$ cat config.mk
export PLATFORM = sky130hd
export DESIGN_NAME = egress_buffer
export DESIGN_NICKNAME = d
export VERILOG_FILES = /design/src/rtl/packet_pkg.sv /design/src/rtl/egress_fifo_mem.sv /design/src/rtl/egress_buffer.sv
export SDC_FILE = /design/constraint.sdc
export NUM_CORES = 1
export LEC_CHECK = 0
export CAP_MARGIN = 20
export CORE_MARGIN = 10
export CORE_UTILIZATION = 55
export DETAILED_ROUTE_END_ITERATION = 8
export PLACE_DENSITY = 0.87
export SLEW_MARGIN = 20
export SYNTH_ARGS = -nofsm -noshare
export SYNTH_HDL_FRONTEND = slang
export SYNTH_SLANG_ARGS = --single-unit
$ cat constraint.sdc
create_clock -name clk -period 6.1 [get_ports clk]
set_input_delay 0.61 -clock clk [delete_from_list [all_inputs] [get_ports clk]]
set_output_delay 0.61 -clock clk [all_outputs]
set_load 0.02 [all_outputs]
$ cat src/rtl/packet_pkg.sv
// Shared packet and egress-stage constants for the 4-port switch.
package packet_pkg;

  localparam int PACKET_WIDTH   = 8;
  localparam int EGRESS_DEPTH   = 8;
  localparam int STAT_CNT_WIDTH = 16;
  localparam int EGRESS_HI_WM   = 6;

  typedef logic [PACKET_WIDTH-1:0] packet_t;

endpackage

$ cat src/rtl/egress_fifo_mem.sv
// DEPTH x WIDTH register array: one synchronous write port, one combinational read port.
module egress_fifo_mem #(
  parameter int DEPTH = 8,
  parameter int WIDTH = 8,
  parameter int AW    = $clog2(DEPTH)
) (
  input  logic             clk,
  input  logic             rst_n,
  input  logic             we,
  input  logic [AW-1:0]    waddr,
  input  logic [WIDTH-1:0] wdata,
  input  logic [AW-1:0]    raddr,
  output logic [WIDTH-1:0] rdata
);

  logic [WIDTH-1:0] mem_q [DEPTH];

  // Storage array; cleared on reset so the read port never shows X.
  always_ff @(posedge clk or negedge rst_n) begin
    if (!rst_n) begin
      for (int i = 0; i < DEPTH; i++) begin
        mem_q[i] <= {WIDTH{1'b0}};
      end
    end else if (we) begin
      mem_q[waddr] <= wdata;
    end
  end

  assign rdata = mem_q[raddr];

endmodule

$ cat src/rtl/egress_buffer.sv
// Per-port egress FIFO: captures the unthrottled switch output and re-presents
// it over valid/ready, with saturating receive and drop statistics.
module egress_buffer
  import packet_pkg::*;
#(
  parameter int DEPTH     = EGRESS_DEPTH,
  parameter int CNT_WIDTH = STAT_CNT_WIDTH,
  parameter int HI_WM     = EGRESS_HI_WM
) (
  input  logic                      clk,
  input  logic                      rst_n,
  input  logic                      valid_in,
  input  logic [PACKET_WIDTH-1:0]   data_in,
  input  logic                      flush,
  output logic                      m_valid,
  output logic [PACKET_WIDTH-1:0]   m_data,
  input  logic                      m_ready,
  output logic [$clog2(DEPTH):0]    level,
  output logic                      full,
  output logic                      almost_full,
  output logic [CNT_WIDTH-1:0]      rx_count,
  output logic [CNT_WIDTH-1:0]      drop_count
);

  localparam int AW = $clog2(DEPTH);
  localparam int LW = AW + 1;

  localparam logic [AW-1:0]        PTR_ONE   = AW'(1);
  localparam logic [LW-1:0]        LVL_ONE   = LW'(1);
  localparam logic [LW-1:0]        LVL_DEPTH = LW'(DEPTH);
  localparam logic [LW-1:0]        LVL_HI    = LW'(HI_WM);
  localparam logic [CNT_WIDTH-1:0] CNT_ONE   = CNT_WIDTH'(1);
  localparam logic [CNT_WIDTH-1:0] CNT_MAX   = {CNT_WIDTH{1'b1}};

  logic [AW-1:0]        wr_ptr_q, wr_ptr_d;
  logic [AW-1:0]        rd_ptr_q, rd_ptr_d;
  logic [LW-1:0]        level_q, level_d;
  logic                 full_q, full_d;
  logic                 almost_full_q, almost_full_d;
  logic                 m_valid_q, m_valid_d;
  logic [CNT_WIDTH-1:0] rx_q, rx_d;
  logic [CNT_WIDTH-1:0] drop_q, drop_d;
  logic                 wr_en_s, rd_en_s, drop_s;

  // Handshake decode and next-state for pointers, level, flags and counters.
  // Full is taken from the registered level, so a same-cycle read never frees room for a write.
  always_comb begin
    wr_en_s  = valid_in && !full_q && !flush;
    drop_s   = valid_in && (full_q || flush);
    rd_en_s  = m_valid_q && m_ready && !flush;
    wr_ptr_d = wr_ptr_q;
    rd_ptr_d = rd_ptr_q;
    level_d  = level_q;
    rx_d     = rx_q;
    drop_d   = drop_q;

    if (flush) begin
      wr_ptr_d = {AW{1'b0}};
      rd_ptr_d = {AW{1'b0}};
      level_d  = {LW{1'b0}};
    end else begin
      if (wr_en_s) begin
        wr_ptr_d = wr_ptr_q + PTR_ONE;
      end else begin
        wr_ptr_d = wr_ptr_q;
      end
      if (rd_en_s) begin
        rd_ptr_d = rd_ptr_q + PTR_ONE;
      end else begin
        rd_ptr_d = rd_ptr_q;
      end
      case ({wr_en_s, rd_en_s})
        2'b10:   level_d = level_q + LVL_ONE;
        2'b01:   level_d = level_q - LVL_ONE;
        default: level_d = level_q;
      endcase
    end

    if (wr_en_s && (rx_q != CNT_MAX)) begin
      rx_d = rx_q + CNT_ONE;
    end else begin
      rx_d = rx_q;
    end
    if (drop_s && (drop_q != CNT_MAX)) begin
      drop_d = drop_q + CNT_ONE;
    end else begin
      drop_d = drop_q;
    end

    full_d        = (level_d == LVL_DEPTH);
    almost_full_d = (level_d >= LVL_HI);
    m_valid_d     = (level_d != {LW{1'b0}});
  end

  // State registers; flags are registered alongside the level they derive from.
  always_ff @(posedge clk or negedge rst_n) begin
    if (!rst_n) begin
      wr_ptr_q      <= {AW{1'b0}};
      rd_ptr_q      <= {AW{1'b0}};
      level_q       <= {LW{1'b0}};
      full_q        <= 1'b0;
      almost_full_q <= 1'b0;
      m_valid_q     <= 1'b0;
      rx_q          <= {CNT_WIDTH{1'b0}};
      drop_q        <= {CNT_WIDTH{1'b0}};
    end else begin
      wr_ptr_q      <= wr_ptr_d;
      rd_ptr_q      <= rd_ptr_d;
      level_q       <= level_d;
      full_q        <= full_d;
      almost_full_q <= almost_full_d;
      m_valid_q     <= m_valid_d;
      rx_q          <= rx_d;
      drop_q        <= drop_d;
    end
  end

  egress_fifo_mem #(
    .DEPTH (DEPTH),
    .WIDTH (PACKET_WIDTH)
  ) u_mem (
    .clk   (clk),
    .rst_n (rst_n),
    .we    (wr_en_s),
    .waddr (wr_ptr_q),
    .wdata (data_in),
    .raddr (rd_ptr_q),
    .rdata (m_data)
  );

  assign m_valid     = m_valid_q;
  assign level       = level_q;
  assign full        = full_q;
  assign almost_full = almost_full_q;
  assign rx_count    = rx_q;
  assign drop_count  = drop_q;

endmodule
Word-level counts from Yosys, hierarchy flattened
Index checks and enable logic that the tools add are counted.
W data, S select, Z words.
- equality and inequality tests: 5
- reductions and logical operators: 14
- order comparisons: 4
- mux-type cells: 12
- add/subtract/negate cells: 6
- bitwise operators: 2
- operators by type and width (kind ; count):
    $bwmux W64 ; 1
    $add A16 B1 Y16 const B ; 2
    $ne A16 B16 Y1 const B ; 2
    $bmux W8 S3 ; 1
    $demux W8 S3 ; 1
    $mux W8 ; 3
    $mux W3 ; 4
    $ge A4 B4 Y1 const B ; 2
    $logic_and A1 B1 Y1 ; 8
    $not A3 Y4 ; 2
    $pmux W4 S2 ; 1
    $add A3 B1 Y3 const B ; 2
    $add A4 B1 Y4 const B ; 1
    $eq A4 B4 Y1 const B ; 1
    $ge A4 B3 Y1 const B ; 1
    $lt A4 B1 Y1 const B ; 1
    $mux W4 ; 1
    $reduce_bool A2 Y1 ; 2
    $reduce_bool A4 Y1 ; 1
    $sub A4 B1 Y4 const B ; 1
    $eq A2 B1 Y1 const B ; 1
    $eq A2 B2 Y1 const B ; 1
    $logic_not A1 Y1 ; 2
    $logic_or A1 B1 Y1 ; 1
- input bits: 13
- output and inout bits: 47
- register bits after elaboration: 109
- logic and storage cells: 59

Logic depth before layout (Yosys ltp)
Gate-level depths: netlist of run 1.
- depth after elaboration: 7
- depth in mapped cells: 10
- gate-level depth less buffers: 10

Hierarchy
From an unflattened synthesis of run 1, not the netlist that was laid out.
- cells, all modules: 382
- area total of the unflattened synthesis: 5235.0 um^2
- modules (own cells, without submodules) (module ; times used ; area an instance (um^2) ; cells an instance ; seq. area each (um^2)):
    egress_fifo_mem ; 1 ; 2992.9 ; 172 ; 1601.5
    egress_buffer ; 1 ; 2242.2 ; 210 ; 1126.1

Worst setup path before layout of run 1
OpenSTA, ideal clock, no wires.
- path type: input -> register
- start point: in flush
- end point: reg m_valid_q (netlist: m_valid)
- library setup time: 0.139 ns
- slack: 3.376 ns
- required time: 5.961 ns
- data arrival time: 2.585 ns
- path buffers: 0
- stages: 10
- cells stage by stage: nor3b_4 > inv_2 > ha_1 > xor2_1 > ha_1 > a21oi_1 > xor2_1 > or3_1 > a21oi_1 > or4_1
- longest elaborated chain between the ends: 6
- elaborated cells between the ends (all ways): 8
- those cells by class: eq/ne (2); mux (2); reduce/logical (4)
- ends and longest elaborated chain (item ; RTL line ; text):
    from (decl) ; egress_buffer.sv:14 ; input logic flush,
    $logic_not A1 Y1 ; egress_buffer.sv:48, egress_buffer.sv:50 ;
    $logic_and A1 B1 Y1, on equally long branches ; egress_buffer.sv:50, egress_buffer.sv:48 ;
    $eq A2 B1 Y1 / $eq A2 B2 Y1 (equally long branches) ; egress_buffer.sv:72 ; case ({wr_en_s, rd_en_s})
    $pmux W4 S2 ; egress_buffer.sv:72 ;
    $mux W4 * ; egress_buffer.sv:57 ; if (flush) begin
    named net level_d[2] ; egress_buffer.sv:37 ; logic [LW-1:0] level_q, level_d;
    $reduce_bool A4 Y1 * ; egress_buffer.sv:92 ; m_valid_d = (level_d != {LW{1'b0}});
    named net m_valid_d ; egress_buffer.sv:40 ; logic m_valid_q, m_valid_d;
    to (signal assigned) ; egress_buffer.sv:112 ; m_valid_q <= m_valid_d;
    to (decl) ; egress_buffer.sv:40 ;
The timed path passes the listed nets; every way through them passes the cells marked *.
A chain may end at the register's enable or synchronous reset.

Worst setup path after layout of run 1
Ends and elaborated chain as after synthesis.

==> results of run 1 <==
critical path: stages:
cell and delay, ns:
clkdlybuf4s50_1 0.72, nor3b_4 0.49, inv_2 0.12, ha_1 0.27, xor2_1 0.19, ha_1 0.20, a21oi_1 0.15, xor2_1 0.21
or3_1 0.13, a21oi_1 0.10, or4_1 0.53
layout by cell type (no fill, tap or decap), drive strengths merged:
cell type and n:
a211o 1, a21o 1, a21oi 4, and3 9, and4 1, buf 3, bufinv 1, clkbuf 9
clkdlybuf4s50 58, clkinv 3, clkinvlp 1, dfrtp 109, ha 7, inv 5, mux2 77, mux2i 3
mux4 16, nand2 20, nand2b 1, nand3 18, nand4 10, nor2 22, nor2b 5, nor3 4
nor3b 1, nor4 3, o2111ai 1, o21a 1, o21ai 5, o31a 1, or3 3, or4 2
or4b 1, xnor2 19, xor2 14
through the flow:
stage / hold WS [ns] / power (mW) / instances / setup slack, ns
4_1_cts: 0.2850 / 1.923 / 547 / 2.649
2_1_floorplan: 0.3144 / 1.247 / 372 / 3.376
5_1_grt: 0.2955 / 2.009 / 547 / 2.498
3_3_place_gp: 0.4616 / 1.444 / 531 / 2.483
6_report: 0.2523 / 1.903 / 547 / 2.630
3_5_place_dp: 0.4744 / 1.475 / 531 / 2.309
where the power goes:
part           leakage [nW]  switching [mW]  internal (mW)
logic                  1.15           0.223          0.281
clock network         0.102           0.254          0.196
registers              1.45           0.106          0.842
per-layer routing:
layer  global-route usage (%)  vias up
li1                         -     1476
met1                    21.48     1679
met2                    29.05       94
met3                    5.530        8
met4                    3.169        0
met5                        0        -
area by class of cell:
class	instances	area [um2]
Clock buffer	9	123.9
Clock inverter	7	83.83
Fill cell	646	2879
Inverter	3	11.26
Multi-Input combinational cell	250	2285
Sequential cell	109	2728
Tap cell	108	135.1
Timing Repair Buffer	61	603.1
path summary, 6_finish.rpt:
path,end,slack (ns)
worst min-delay path,u_mem.mem_q[31],0.25
min in group clk,u_mem.mem_q[8],0.50
worst min register to register,u_mem.mem_q[8],0.50
worst max register to register,m_valid,3.26
worst max-delay path,m_valid,2.63
max in group asynchronous,u_mem.mem_q[19],4.70
registers in the layout, indices dropped and copies added (netlist names):
register	count
almost_full	1
drop_count	16
full	1
level	4
m_valid	1
rd_ptr_q	3
rx_count	16
u_mem.mem_q	64
wr_ptr_q	3
logic make-up after synthesis:
group / Yosys count
xor gates and xnor gates: 33
AOI/OAI and AO/OA: 14
buffers and inverters: 13
DFF: 109
adders and majority gates: 7
muxes: 96
and+or+nand+nor: 100
==> metrics.txt, run 1 <==
status=complete, no violations; clock sinks=109; count leader, synth=dfrtp_1; Crit. End Element=register; Syn Std Cell Area=5070 um2; total CTS buffers=9; Synth Area in Compound Gates=1.876%; CP Max Fanout=14; WL met2=5560 um; # rows=34; Post-Synth Adder-Cell Area=1.728%; Startpoint Class=primary input; Reg2Reg Depth=10; first-pass GRT wire length=18170 um; synth unique cells=43; r2r startpoint=full; VDD IR max=268.1 uV; Hold Crit Class=primary input to async pin; DIE WIDTH=116.0 um; Reg clk slew, reported paths=0.11 ns; final core occ=67.46%; diode count=0; Max Used Layer=met4; drt pass-1 iters=4; Fmax=288.2 MHz; #FFs+latches synth=109; average wire per standard cell=19.85 um; port bufs=59; Final period util=56.88%; Layout area overhead=17.74%; kind of critical path=primary input to register; mean post-synth cell area=13.63 um2; met3 wire length=564 um; Crit path required time=6.35 ns; Yosys warning count=0; Longest Clk Path Bufs=2; total grt overflow=0; Post-DP Area=5762 um2; Final GP Congestion=0.8382; Crit. Startpoint=flush; Antenna Nets Post-Route=0; largest net degree at the start of global routing=57; cell taking the most area after synthesis=dfrtp_1; Final setup violation count=0; layout cell share with drive strength beyond 1=25.74%; DR vias=3257; total global-route track usage=17.23%; Detailed Route Iter0 Violations=142; number of synthesized flops with an enable pin=0; DIE AREA=13460 um2; CP Data Arrival Time=3.72 ns; CTS root buf=clkbuf_8; Final nets=454; Pwr Density=318.8 nW/um2; final number of hold-violating endpoints=0; fin. max-slew vios=0; DP Wirelength=7524 um; main combinational cell family by area after synthesis=multiplexers; slew margin rel.=41.56%; max-cap viol count=0; register area share after synthesis=53.80%; Setup Buffers After CTS=0; initial core utilization=57.30%; Clock Latency Late Sink=0.37 ns; synth top area cells=dfrtp_1 (54%), mux2_2 (15%), mux4_2 (7.1%), xnor2_1 (3.3%), xor2_1 (2.4%); Cells after Synth=372; RSZ-0062 raised after global routing=false; mux cell area share after synthesis=24.88%; Synth Flop Type=dfrtp_1; Final min period=3.470 ns; vias per cell=5.954; syn nets=392; post-synthesis xor/xnor area fraction=5.701%; Final TNS setup=0 ns; Post-CTS Resized=0; io pins=60; leakage power figure=2.702 nW; vias in the first global route=3475; Simple-Gate Fraction of Synth Area=10.88%; Max H-tree Level=3; CTS tree=yes; initial antenna violation count=0; final instance area=5969 um2; drt drc=0; top cell type's share of synthesized area=53.80%; Post-synth ARST share=100.0%; Slew @ Worst Pin=0.8766 ns; most frequent cells after synthesis=dfrtp_1 (109), mux2_2 (67), nor2_1 (21); clock skew=0.01229 ns; hold buffer count at CTS=0; Total Wirelength=10860 um; Core Area=8848 um2; Die H=116.0 um; Met1 Wirelength=4688 um
Note: power is estimated with default switching activity, not from simulation.
==> inputs of run 2 (changes only) <==
Settings changed: CORE_UTILIZATION 55 to 50, PLACE_DENSITY 0.87 to 0.83.
Clock period 6.1 ns to 2.9 ns, I/O delays scaled along.
==> run 2 against run 1 <==
Effect of this change:
- core utilization is 5.4 points lower
- sequential power is 110% higher
- total power increased by 110%
- final cell count increased by 6.4%
- first-iteration DRC count shrank 18%
- die area increased by 8.2%
- via count decreased by 0.98%
- sequential cell count is the same
- global-route usage shrank 2.0 points
- register-to-register slack worse by 2.8 ns
- worst hold slack gained 0.18 ns
- routed wire length fell by 2.8%
- largest cell class unchanged
==> metrics.txt, run 2 (synthesized netlist as in run 1, its figures left out) <==
status=complete, no violations; Pwr Density=659.5 nW/um2 (+110%); initial core utilization=51.63% (-5.7 points); most common cell after layout, fill and taps aside=dfrtp_1; Core Area=9819 um2 (+11%); first-pass GRT wire length=17970 um (-1.1%); drt drc=0 (unchanged); Die H=120.7 um (+4.0%); Final nets=464 (+2.2%); slew margin rel.=63.97% (+22 points); total global-route track usage=15.27% (-2.0 points); Clock Latency Late Sink=0.37 ns (about the same); hold buffer count at CTS=1 (+1); Max H-tree Level=3 (unchanged); CP Data Arrival Time=2.34 ns (-1.38 ns); max-cap viol count=0 (unchanged); Layout area overhead=20.19%; Final setup violation count=0 (unchanged); DIE WIDTH=120.7 um (+4.0%); crit-path cells=buf_4 > mux4_2 > mux2_2 > clkdlybuf4s50_1; clock sinks=109 (unchanged); Fmax=380.6 MHz; Top reg by flops=u_mem.mem_q; Worst Path Buf+Inv=2 (unchanged); CP Max Fanout=11 (-3); # rows=36 (+5.9%); Crit path max-delay family=multiplexers; vias in the first global route=3419 (-1.6%); VDD IR max=628.3 uV (+130%); fin. max-slew vios=0 (unchanged); Reg clk slew, reported paths=0.10 ns (about the same); CTS root buf=clkbuf_8; diode count=0 (unchanged); vias per cell=5.541 (-6.9%); Antenna Nets Post-Route=0 (unchanged); final std cells w/o fill=582 (+6.4%); CTS tree=yes; leakage power figure=2.756 nW (+2.0%); kind of critical path=register to output pin; final number of hold-violating endpoints=0 (unchanged); clock skew=0.007471 ns (-0.004814 ns); Setup Buffers After CTS=0 (unchanged); Final min period=2.627 ns; CP max stage cell=clkdlybuf4s50_1; total grt overflow=0 (unchanged); Inst Count DP=565 (+6.4%); Longest Clk Path Bufs=2 (unchanged); RSZ-0062 raised after global routing=false; Total Wirelength=10550 um (-2.8%); Post-CTS Resized=0 (unchanged); DP Wirelength=7481 um (-0.56%); average wire per standard cell=18.13 um (-8.7%); Final GP Congestion=0.8053 (-3.9%); max reg flops=64 (unchanged); layout cell share with drive strength beyond 1=27.17% (+1.4 points); Hold Crit Class=primary input to async pin; DR vias=3225 (-0.98%); total CTS buffers=9 (unchanged); initial antenna violation count=0 (unchanged); CP endpoint=m_data[6]; Crit. Startpoint=rd_ptr_q[0]; WP depth=4 (-7); port bufs=59 (unchanged); final core occ=62.05% (-5.4 points); Final TNS setup=0 ns (unchanged); worst hold slack=0.4306 ns (+0.1783 ns); largest net degree at the start of global routing=47 (-18%); Reg2Reg Depth=10 (unchanged); io pins=60 (unchanged); CP max stage delay=0.54 ns (-0.18 ns); DIE AREA=14570 um2 (+8.2%); Final period util=90.59%; Crit. End Element=output pin; Crit path required time=2.61 ns (-3.74 ns); Reg2Reg Setup Slack=0.44 ns (-2.82 ns); most frequent cells in the layout=dfrtp_1 (109), mux2_2 (67), clkdlybuf4s50_1 (58), nor2_1 (21), nand2_1 (20); r2r startpoint=full; FF-to-FF End=m_valid; Detailed Route Iter0 Violations=117 (-18%); Startpoint Class=register; drt pass-1 iters=4 (unchanged); Slew @ Worst Pin=0.5404 ns (-0.3361 ns)
[run 2: cell types whose count changed in the layout (fill, tap and decap cells not counted)]
cell / previous run / this run
buf_4: 3 / 11
clkbuf_8: 9 / 11
clkinv_4: 3 / 1
buf_12: 0 / 1
clkinv_2: 0 / 1
clkinvlp_4: 1 / 2
dlygate4sd3_1: 0 / 1
inv_6: 1 / 0
inv_8: 1 / 0
[run 2: worst min path at each step]
stage          depth (start not counted)              end  start  slack [ns]
3_3_place_gp                           1  u_mem.mem_q[17]  rst_n        0.29
3_5_place_dp                           1  u_mem.mem_q[17]  rst_n        0.30
2_1_floorplan                          0      almost_full  rst_n      -0.006
5_1_grt                                2   u_mem.mem_q[9]  rst_n        0.44
6_report                               2  u_mem.mem_q[17]  rst_n        0.43
4_1_cts                                2          m_valid  rst_n        0.44
[run 2: worst reg2reg max path, stage by stage, from the launching register on]
cell     delay, ns
dfrtp_1       0.44
nor3b_4       0.22
inv_2         0.05
ha_1          0.20
xor2_1        0.18
ha_1          0.19
a21oi_1       0.14
xor2_1        0.20
or3_1         0.13
a21oi_1       0.08
or4_1         0.51
[run 2: stage by stage]
stage                     instance area [um2]  total power, mW  setup WS, ns
after global placement                   5873            3.054        0.1398
after floorplan                          5070            2.623        0.2859
after detailed placement                 5873            3.113       0.03175
after global routing                     6093            4.238        0.1461
after CTS                                6093            4.065        0.2302
final                                    6093            4.019        0.2728
[run 2: layout make-up]
class / count / area [um2]
clock buffer: 11 / 151.4
clock inverter: 5 / 58.81
fill: 791 / 3726
inverter: 3 / 11.26
multi-input combinational: 250 / 2285
sequential: 109 / 2728
tap: 133 / 166.4
timing repair buffer: 71 / 693.2
[run 2: layer usage]
layer	vias to the layer above	part of all wire, %	global-route usage, %
met5	-	0	0
met1	1667	44	18.94
met2	55	51	25.21
li1	1495	-	-
met4	0	0.82	3.243
met3	8	4.5	5.351
[run 2: power by group]
part	switching [mW]	leakage, nW	internal, mW
clock network	0.505	0.102	0.446
logic	0.483	1.21	0.603
registers	0.209	1.45	1.77
total	1.20	2.76	2.82
